===== config.mk =====
export PLATFORM = sky130hd
export DESIGN_NAME = regfile_read_arbiter
export DESIGN_NICKNAME = d
export VERILOG_FILES = /design/src/rtl/regfile_read_arbiter.sv
export SDC_FILE = /design/constraint.sdc
export NUM_CORES = 1
export LEC_CHECK = 0
export ABC_AREA = 1
export CAP_MARGIN = 0
export CORE_MARGIN = 2
export CORE_UTILIZATION = 50
export CTS_CLUSTER_SIZE = 20
export DETAILED_ROUTE_END_ITERATION = 10
export DONT_BUFFER_PORTS = 1
export GPL_TIMING_DRIVEN = 0
export PLACE_DENSITY_LB_ADDON = 0.1
export SLEW_MARGIN = 20
export SYNTH_ARGS = -nofsm -noshare
export SYNTH_HDL_FRONTEND = slang
export SYNTH_SLANG_ARGS = --single-unit

===== constraint.sdc =====
create_clock -name clk_i -period 2.16 [get_ports clk_i]
set_clock_uncertainty 0.2 [all_clocks]
set_input_delay 0.432 -clock clk_i [delete_from_list [all_inputs] [get_ports clk_i]]
set_output_delay 0.432 -clock clk_i [all_outputs]
set_load 0.1 [all_outputs]

===== src/rtl/regfile_read_arbiter.sv =====
// Round-robin arbiter sharing one 32x32 register-file read mux among NUM_REQ requesters.
// One read accepted per cycle; response returns exactly two cycles after acceptance.
module regfile_read_arbiter #(
    parameter int unsigned NUM_REQ = 4,
    parameter int unsigned ID_W    = 2,
    parameter bit          ZERO_R0 = 1'b1
) (
    input  logic                 clk_i,
    input  logic                 rst_i,
    input  logic [NUM_REQ-1:0]   req_valid_i,
    input  logic [5*NUM_REQ-1:0] req_addr_i,
    output logic [NUM_REQ-1:0]   req_ready_o,
    output logic [4:0]           mux_select_o,
    input  logic [31:0]          mux_data_i,
    output logic                 rsp_valid_o,
    output logic [ID_W-1:0]      rsp_id_o,
    output logic [31:0]          rsp_data_o
);

    localparam int unsigned ADDR_W = 5;
    localparam int unsigned DATA_W = 32;
    localparam int unsigned SUM_W  = ID_W + 1;

    logic [ADDR_W-1:0] addr_a [NUM_REQ];

    for (genvar g = 0; g < NUM_REQ; g++) begin : g_addr
        assign addr_a[g] = req_addr_i[g*ADDR_W +: ADDR_W];
    end

    logic [ID_W-1:0]   rr_ptr_q,     rr_ptr_d;
    logic [ADDR_W-1:0] mux_select_q, mux_select_d;
    logic              s1_valid_q,   s1_valid_d;
    logic [ID_W-1:0]   s1_id_q,      s1_id_d;
    logic              s1_zero_q,    s1_zero_d;
    logic              rsp_valid_q,  rsp_valid_d;
    logic [ID_W-1:0]   rsp_id_q,     rsp_id_d;
    logic [DATA_W-1:0] rsp_data_q,   rsp_data_d;

    logic [NUM_REQ-1:0] grant_c;
    logic [ID_W-1:0]    gnt_id_c;
    logic               accept_c;
    logic [SUM_W-1:0]   scan_c;
    logic [ID_W-1:0]    idx_c;

    // Scan from rr_ptr upward (mod NUM_REQ); first valid requester wins.
    always_comb begin
        grant_c  = '0;
        gnt_id_c = '0;
        accept_c = 1'b0;
        scan_c   = '0;
        idx_c    = '0;
        for (int unsigned k = 0; k < NUM_REQ; k++) begin
            scan_c = {1'b0, rr_ptr_q} + SUM_W'(k);
            if (scan_c >= SUM_W'(NUM_REQ)) begin
                scan_c = scan_c - SUM_W'(NUM_REQ);
            end
            idx_c = ID_W'(scan_c);
            if (!accept_c && req_valid_i[idx_c]) begin
                accept_c = 1'b1;
                gnt_id_c = idx_c;
            end
        end
        grant_c[gnt_id_c] = accept_c;
    end

    assign req_ready_o = grant_c;

    // Stage 1 drives the mux select; stage 2 captures mux data for the owning requester.
    always_comb begin
        rr_ptr_d     = rr_ptr_q;
        mux_select_d = mux_select_q;
        s1_valid_d   = accept_c;
        s1_id_d      = s1_id_q;
        s1_zero_d    = s1_zero_q;
        rsp_valid_d  = s1_valid_q;
        rsp_id_d     = rsp_id_q;
        rsp_data_d   = rsp_data_q;
        if (accept_c) begin
            rr_ptr_d     = (gnt_id_c == ID_W'(NUM_REQ - 1)) ? '0 : gnt_id_c + ID_W'(1);
            mux_select_d = addr_a[gnt_id_c];
            s1_id_d      = gnt_id_c;
            s1_zero_d    = ZERO_R0 && (addr_a[gnt_id_c] == '0);
        end
        if (s1_valid_q) begin
            rsp_id_d   = s1_id_q;
            rsp_data_d = s1_zero_q ? '0 : mux_data_i;
        end
    end

    always_ff @(posedge clk_i or posedge rst_i) begin
        if (rst_i) begin
            rr_ptr_q     <= '0;
            mux_select_q <= '0;
            s1_valid_q   <= 1'b0;
            s1_id_q      <= '0;
            s1_zero_q    <= 1'b0;
            rsp_valid_q  <= 1'b0;
            rsp_id_q     <= '0;
            rsp_data_q   <= '0;
        end else begin
            rr_ptr_q     <= rr_ptr_d;
            mux_select_q <= mux_select_d;
            s1_valid_q   <= s1_valid_d;
            s1_id_q      <= s1_id_d;
            s1_zero_q    <= s1_zero_d;
            rsp_valid_q  <= rsp_valid_d;
            rsp_id_q     <= rsp_id_d;
            rsp_data_q   <= rsp_data_d;
        end
    end

    assign mux_select_o = mux_select_q;
    assign rsp_valid_o  = rsp_valid_q;
    assign rsp_id_o     = rsp_id_q;
    assign rsp_data_o   = rsp_data_q;

endmodule


# ---- After elaboration in Yosys (flattened, before gate mapping)
# Index checks and enable logic that the tools add are counted.
dict set report totals {
  regBits 46
  in_bits 58
  out_inout_bits 44
  wordCells 65
}
dict set report op_classes {
  addsub 8
  order_cmp 11
  eq_ne 1
  muxes 27
  bitwise 2
  reduce_logical 8
}
# op count
set ops {}
lappend ops {{32-bit 2-to-1 mux} 1}
lappend ops {{2-bit 2-to-1 mux} 9}
lappend ops {{2-bit by 3-bit < comparator with 1-bit output, second input constant} 5}
lappend ops {{3-bit greater-or-equal comparator, second input constant} 4}
lappend ops {{5-bit binary-select mux with 2-bit select} 1}
lappend ops {{5-bit 2-to-1 mux} 2}
lappend ops {{1-bit 2-to-1 mux} 9}
lappend ops {{1-bit binary-select mux with 2-bit select} 4}
lappend ops {{2-bit by 1-bit subtractor with 2-bit output, second input constant} 4}
lappend ops {{2-bit by 2-bit adder with 3-bit output, second input constant} 2}
lappend ops {{5-bit zero test} 1}
lappend ops {{4-bit AND} 1}
lappend ops {{1-bit logical AND} 4}
lappend ops {{2-bit by 1-bit adder with 3-bit output, second input constant} 1}
lappend ops {{2-bit by 3-bit greater-or-equal comparator with 1-bit output, second input constant} 1}
lappend ops {{1-bit zero test} 3}
lappend ops {{2-bit NOT with 3-bit output} 1}
lappend ops {{2-bit by 1-bit adder with 2-bit output, second input constant} 1}
lappend ops {{1-bit demux with 2-bit select} 1}
lappend ops {{2-bit equality test, second input constant} 1}
lappend ops {{2-bit by 1-bit greater-or-equal comparator with 1-bit output, second input constant} 1}

# ---- Logic depth before layout (Yosys ltp)
dict set report depth {
  word_depth 19
  mapped_depth 17
  mapped_depth_nobuf 17
}

# ---- Worst setup path after synthesis
# No wires, ideal clock.
dict set report synth_path {
  path_kind {register to output}
  startpoint {register rr_ptr_q[0]}
  endpoint {output req_ready_o[2]}
  arrival_ps 2075
  t_required_ps 1528
  setup_slack_ps -547
  stages_incl_launch_ff 14
  n_path_buf 1
  cell_sequence {dfrtp_1 > buf_6 > nand2_1 > nand2_1 > nand2_1 > nand2_2 > nor2_4 > nand3_2 > nand3_1 > nand2_2 > inv_2 > ha_1 > nand2_1 > inv_1}
}
dict set report synth_between {
  elab_chain_len 19
  word_cells_on_any_way 43
  cone_classes {7 x add/sub; 6 x order compare; 22 x mux; 1 x bitwise; 7 x reduce/logical}
}
# element line_no
set synth_rtl {}
lappend synth_rtl {{start: declaration} 30} ;# logic [ID_W-1:0] rr_ptr_q, rr_ptr_d;
lappend synth_rtl {{start signal: assignment} 101} ;# rr_ptr_q <= rr_ptr_d;
lappend synth_rtl {{branches (longest 13 deep; another with 2-bit by 1-bit adder with 3-bit output)} n/a}
lappend synth_rtl {{2-bit 2-to-1 mux *} 58} ;# if (!accept_c && req_valid_i[idx_c]) begin
lappend synth_rtl {{via gnt_id_c[1]} 40} ;# logic [ID_W-1:0] gnt_id_c;
lappend synth_rtl {{2-bit by 3-bit < comparator with 1-bit output (implied by the code) / 2-bit by 1-bit greater-or-equal comparator with 1-bit output (equally long branches)} 63} ;# grant_c[gnt_id_c] = accept_c;
lappend synth_rtl {{1-bit logical AND (implied by the code)} 63}
lappend synth_rtl {{1-bit 2-to-1 mux (implied by the code)} 63}
lappend synth_rtl {{1-bit demux with 2-bit select *} 63}
lappend synth_rtl {{4-bit AND (no line) *} n/a}
lappend synth_rtl {{end: declaration} 12} ;# output logic [NUM_REQ-1:0] req_ready_o,
# Mark *: on every way through the listed nets, which the timed path passes. The select of a mux whose other input is x is not followed.

# ---- Worst setup path after layout
dict set report layout_path {
  startpoint {register rr_ptr_q[0]}
  endpoint {output req_ready_o[0]}
}
dict set report layout_between {
  elab_chain_len 19
  word_cells_on_any_way 43
  cone_classes {7 x add/sub; 6 x order compare; 22 x mux; 1 x bitwise; 7 x reduce/logical}
}
# element
set layout_rtl {}
lappend layout_rtl {{branches (longest 18 deep; another with 2-bit by 1-bit adder with 3-bit output)}}
lappend layout_rtl {{4-bit AND (no line) *}}
# Every way passes the cells marked *. The select of a mux whose other input is x is not followed.

==> out/results.tsv <==
stage	metric	value	unit
die	rows	25	
cells_and_area	final_nets	388	
route	drt.antenna.violating_nets	0	
route	detail_route.iter0.violations	104	
logic_synthesis	yosysUniqueCellTypes	28	
timing	setup_viol	7	
clocking	cts-htree-levels	2	
timing	slew-limit-headroom	38.11	%
placed_design	place_area	2529	um2
placed_design	detailedPlace.worstSlack	-0.6203	ns
logic_synthesis	synth_cells	300	
timing	final_critical_path_setup_slack	-0.8208	ns
route	wirelength	5631	um
logic_synthesis	post-synth-top-area-fraction	48.37	%
setup_path	crit_arrival	2.35	ns
logic_synthesis	syn-num-nets	362	
setup_path	critPathRequiredTime	1.53	ns
placed_design	hpwlAfterDp	3734	um
cells_and_area	layout-area-overhead-vs-synth	27.60	%
logic_synthesis	syn_avg_cell_area	7.933	um2
route	dr_total_vias	2017	
placed_design	port_buffers	0	
logic_synthesis	synth_warnings	0	
route	post-route-drc-count	0	
cells_and_area	final_layout_size_suffix_gt1_share	29.97	%
die	die_h	72.99	um
timing	final_min_period_over_clock_period	138.0	%
setup_path	crit_path_frequent_cell	nand2_2	
logic_synthesis	mappedNetlistArea	2380	um2
cells_and_area	n_antenna_cell	0	
setup_path	cp-start-kind	flop	
cells_and_area	layout.cells.most_common	inv_1	
outcome	violations	negative setup slack	
clocking	clk_transition_reported_paths	0.08	ns
run	max-cap-violations	0	
route	wl_per_cell	14.78	um
global_route	antenna_found_initial	0	
logic_synthesis	yosys.area.top_type	dfrtp_1	
die	design.portCount	102	
die	core-area	4661	um2
die	design.die.area	5328	um2
setup_path	worstSetupEndpointType	output pin	
timing	worstMarginPinSlew	0.9284	ns
clocking	cts_made_buffers	5	
cells_and_area	final_cell_mix	47 x inv_1, 44 x dfrtp_1, 37 x nand3_1, 37 x nand2_1, 34 x o21ai_0	
setup_path	critical-path-max-stage-delay	0.45	ns
hold_path	hold_path.class	in2reg	
global_route	grt_start_max_net_pins	31	
die	initial_core_util	51.06	%
logic_synthesis	synth_seq_area_share	48.37	%
route	dr.pass1.iters	4	
clocking	cts_num_sinks	46	
global_route	grt_first_pass_wirelength	8355	um
timing	layout_min_cycle_time	2.981	ns
clocking	tritoncts	yes	
logic_synthesis	synth_area_leaders	dfrtp_1 48%, nand3_1 10%, nand2_1 9.1%, inv_1 8.4%, o21ai_0 7.6%	
timing	rsz0062_at_grt	true	
setup_path	timing.critical_path.fanout_max	8	
outcome	run_status	finished, violations left	
global_route	all_layer_global_routing_usage	19.95	%
cells_and_area	num-fill-cells	396	
die	dieWidth	72.99	um
global_route	vias_in_the_first_global_route	1804	
placed_design	gp_routability_congestion	0.8665	
setup_path	cp_slowest_cell	dfrtp_2	
timing	fmaxAchievable	335.5	MHz
route	avgViaCountPerCell	5.294	
global_route	overflow	0	
logic_synthesis	total_of_flip_flops_plus_latches_after_synthesis	46	
cells_and_area	finish.instance_area	3037	um2
setup_path	timing.critical_path.cells	buf_8 > nand2_1 > nand2_2 > nand2_2 > nand2_2 > nor2_1 > nor2_2 > nand2_4 > nand2_4 > buf_12 > ha_4 > nand2_2 > clkinvlp_4	
timing	timing_max_transition_violations_final	0	
setup_path	criticalPathCategory	reg2out	
timing	fin_setup_tns	-3.537	ns
clocking	insertion_delay	0.29	ns
timing	report.final.hold_viol_count	0	
clocking	clock_root_cell	clkbuf_8	
clocking	cts_max_path_buffers	2	
==> through the flow <==
step | hold slack (ns) | util [%] | std cells
final | 0.08429 | 65.15 | 381
after global routing | 0.07953 | 65.15 | 381
after CTS | 0.07887 | 60.08 | 376
after detailed placement | 0.1144 | 54.25 | 355
after global placement | 0.2261 | 53.83 | 354
after floorplan | 0.2063 | - | 300
==> kinds of logic after synthesis <==
family                     Yosys count  share of synthesized area [%]
AOI/OAI and AO/OA                   44                          9.937
adders and majority gates            4                          2.103
buffers and inverters               70                          11.72
DFF                                 46                          48.37
muxes                                1                         0.4732
and+or+nand+nor                    135                          27.39
==> area by class of cell <==
cell class | count | area, um2 | share of cell area [%]
multi-input cells | 184 | 1201 | 39.55
flip-flops and latches | 46 | 1154 | 37.99
inverters | 57 | 241.5 | 7.952
repair buffers | 19 | 182.7 | 6.016
plain buffers | 13 | 83.83 | 2.761
clock buffers | 7 | 76.32 | 2.513
well taps | 54 | 67.56 | 2.225
clock inverters | 1 | 30.03 | 0.9889
==> worst max-delay path: cells and delay by family (launching register included) <==
kind	cells	cell delay (ns)
flops	1	0.45
simple gates	9	0.75
fa+ha+maj	1	0.15
buf+inv	3	0.72
==> timing repair <==
item | in CTS | in global routing
buffers inserted | 12 | 4
endpoints found under the setup margin | 6 | 11
hold buffers | 1 | 0
pin swaps | 15 | 18
cloned | 0 | 1
hold endpoints to repair | 16 | 0
resized for setup | 23 | 42
==> per-layer routing <==
| layer | wire [um] | track usage [%] |
|---|---|---|
| met4 | 106 | 6.584 |
| met3 | 412 | 5.663 |
| met1 | 2293 | 24.58 |
| met2 | 2819 | 33.53 |
| met5 | 0 | 0 |
==> flip-flops by register name, indices dropped and copies added, names as in the netlist <==
name / count
rsp_valid_d: 1
rsp_data_o: 32
rsp_valid_o: 1
rr_ptr_q: 2
mux_select_o: 5
s1_id_q: 2
s1_zero_q: 1
rsp_id_o: 2
==> path summary, 6_finish.rpt <==
check | start | end | slack (ns) | cells after the start
worst max-delay path | rr_ptr_q[0] | req_ready_o[0] | -0.82 | 13
worst min register to register | rsp_valid_d | rsp_valid_o | 0.25 | 0
worst min-delay path | mux_data_i[6] | rsp_data_o[6] | 0.08 | 2
max in group asynchronous | rst_i | rr_ptr_q[0] | 0.90 | 3
worst max register to register | rr_ptr_q[0] | s1_zero_q | -0.24 | 17
min in group asynchronous | rst_i | rsp_data_o[18] | 0.37 | 2
==> synthesized netlist by cell type <==
cell type / instances
nand3_2: 3
o21ai_2: 1
nand2_1: 58
inv_2: 4
buf_1: 4
inv_1: 53
dfrtp_1: 46
mux2_2: 1
nor2_4: 1
o21ai_0: 36
nand3b_1: 2
nand2_4: 2
ha_1: 4
nand4_1: 1
buf_2: 1
nand2_2: 10
a31oi_1: 2
a21oi_1: 2
nor2_2: 2
buf_6: 2
nor2_1: 6
or2_1: 1
clkbuf_1: 6
nand3_1: 48
o211ai_2: 1
nor3_1: 1
o21a_1: 1
o21ai_1: 1
Power is left out: the tool's default activity adds up to more than one toggle a clock period on the data nets, which glitch-free logic cannot reach.
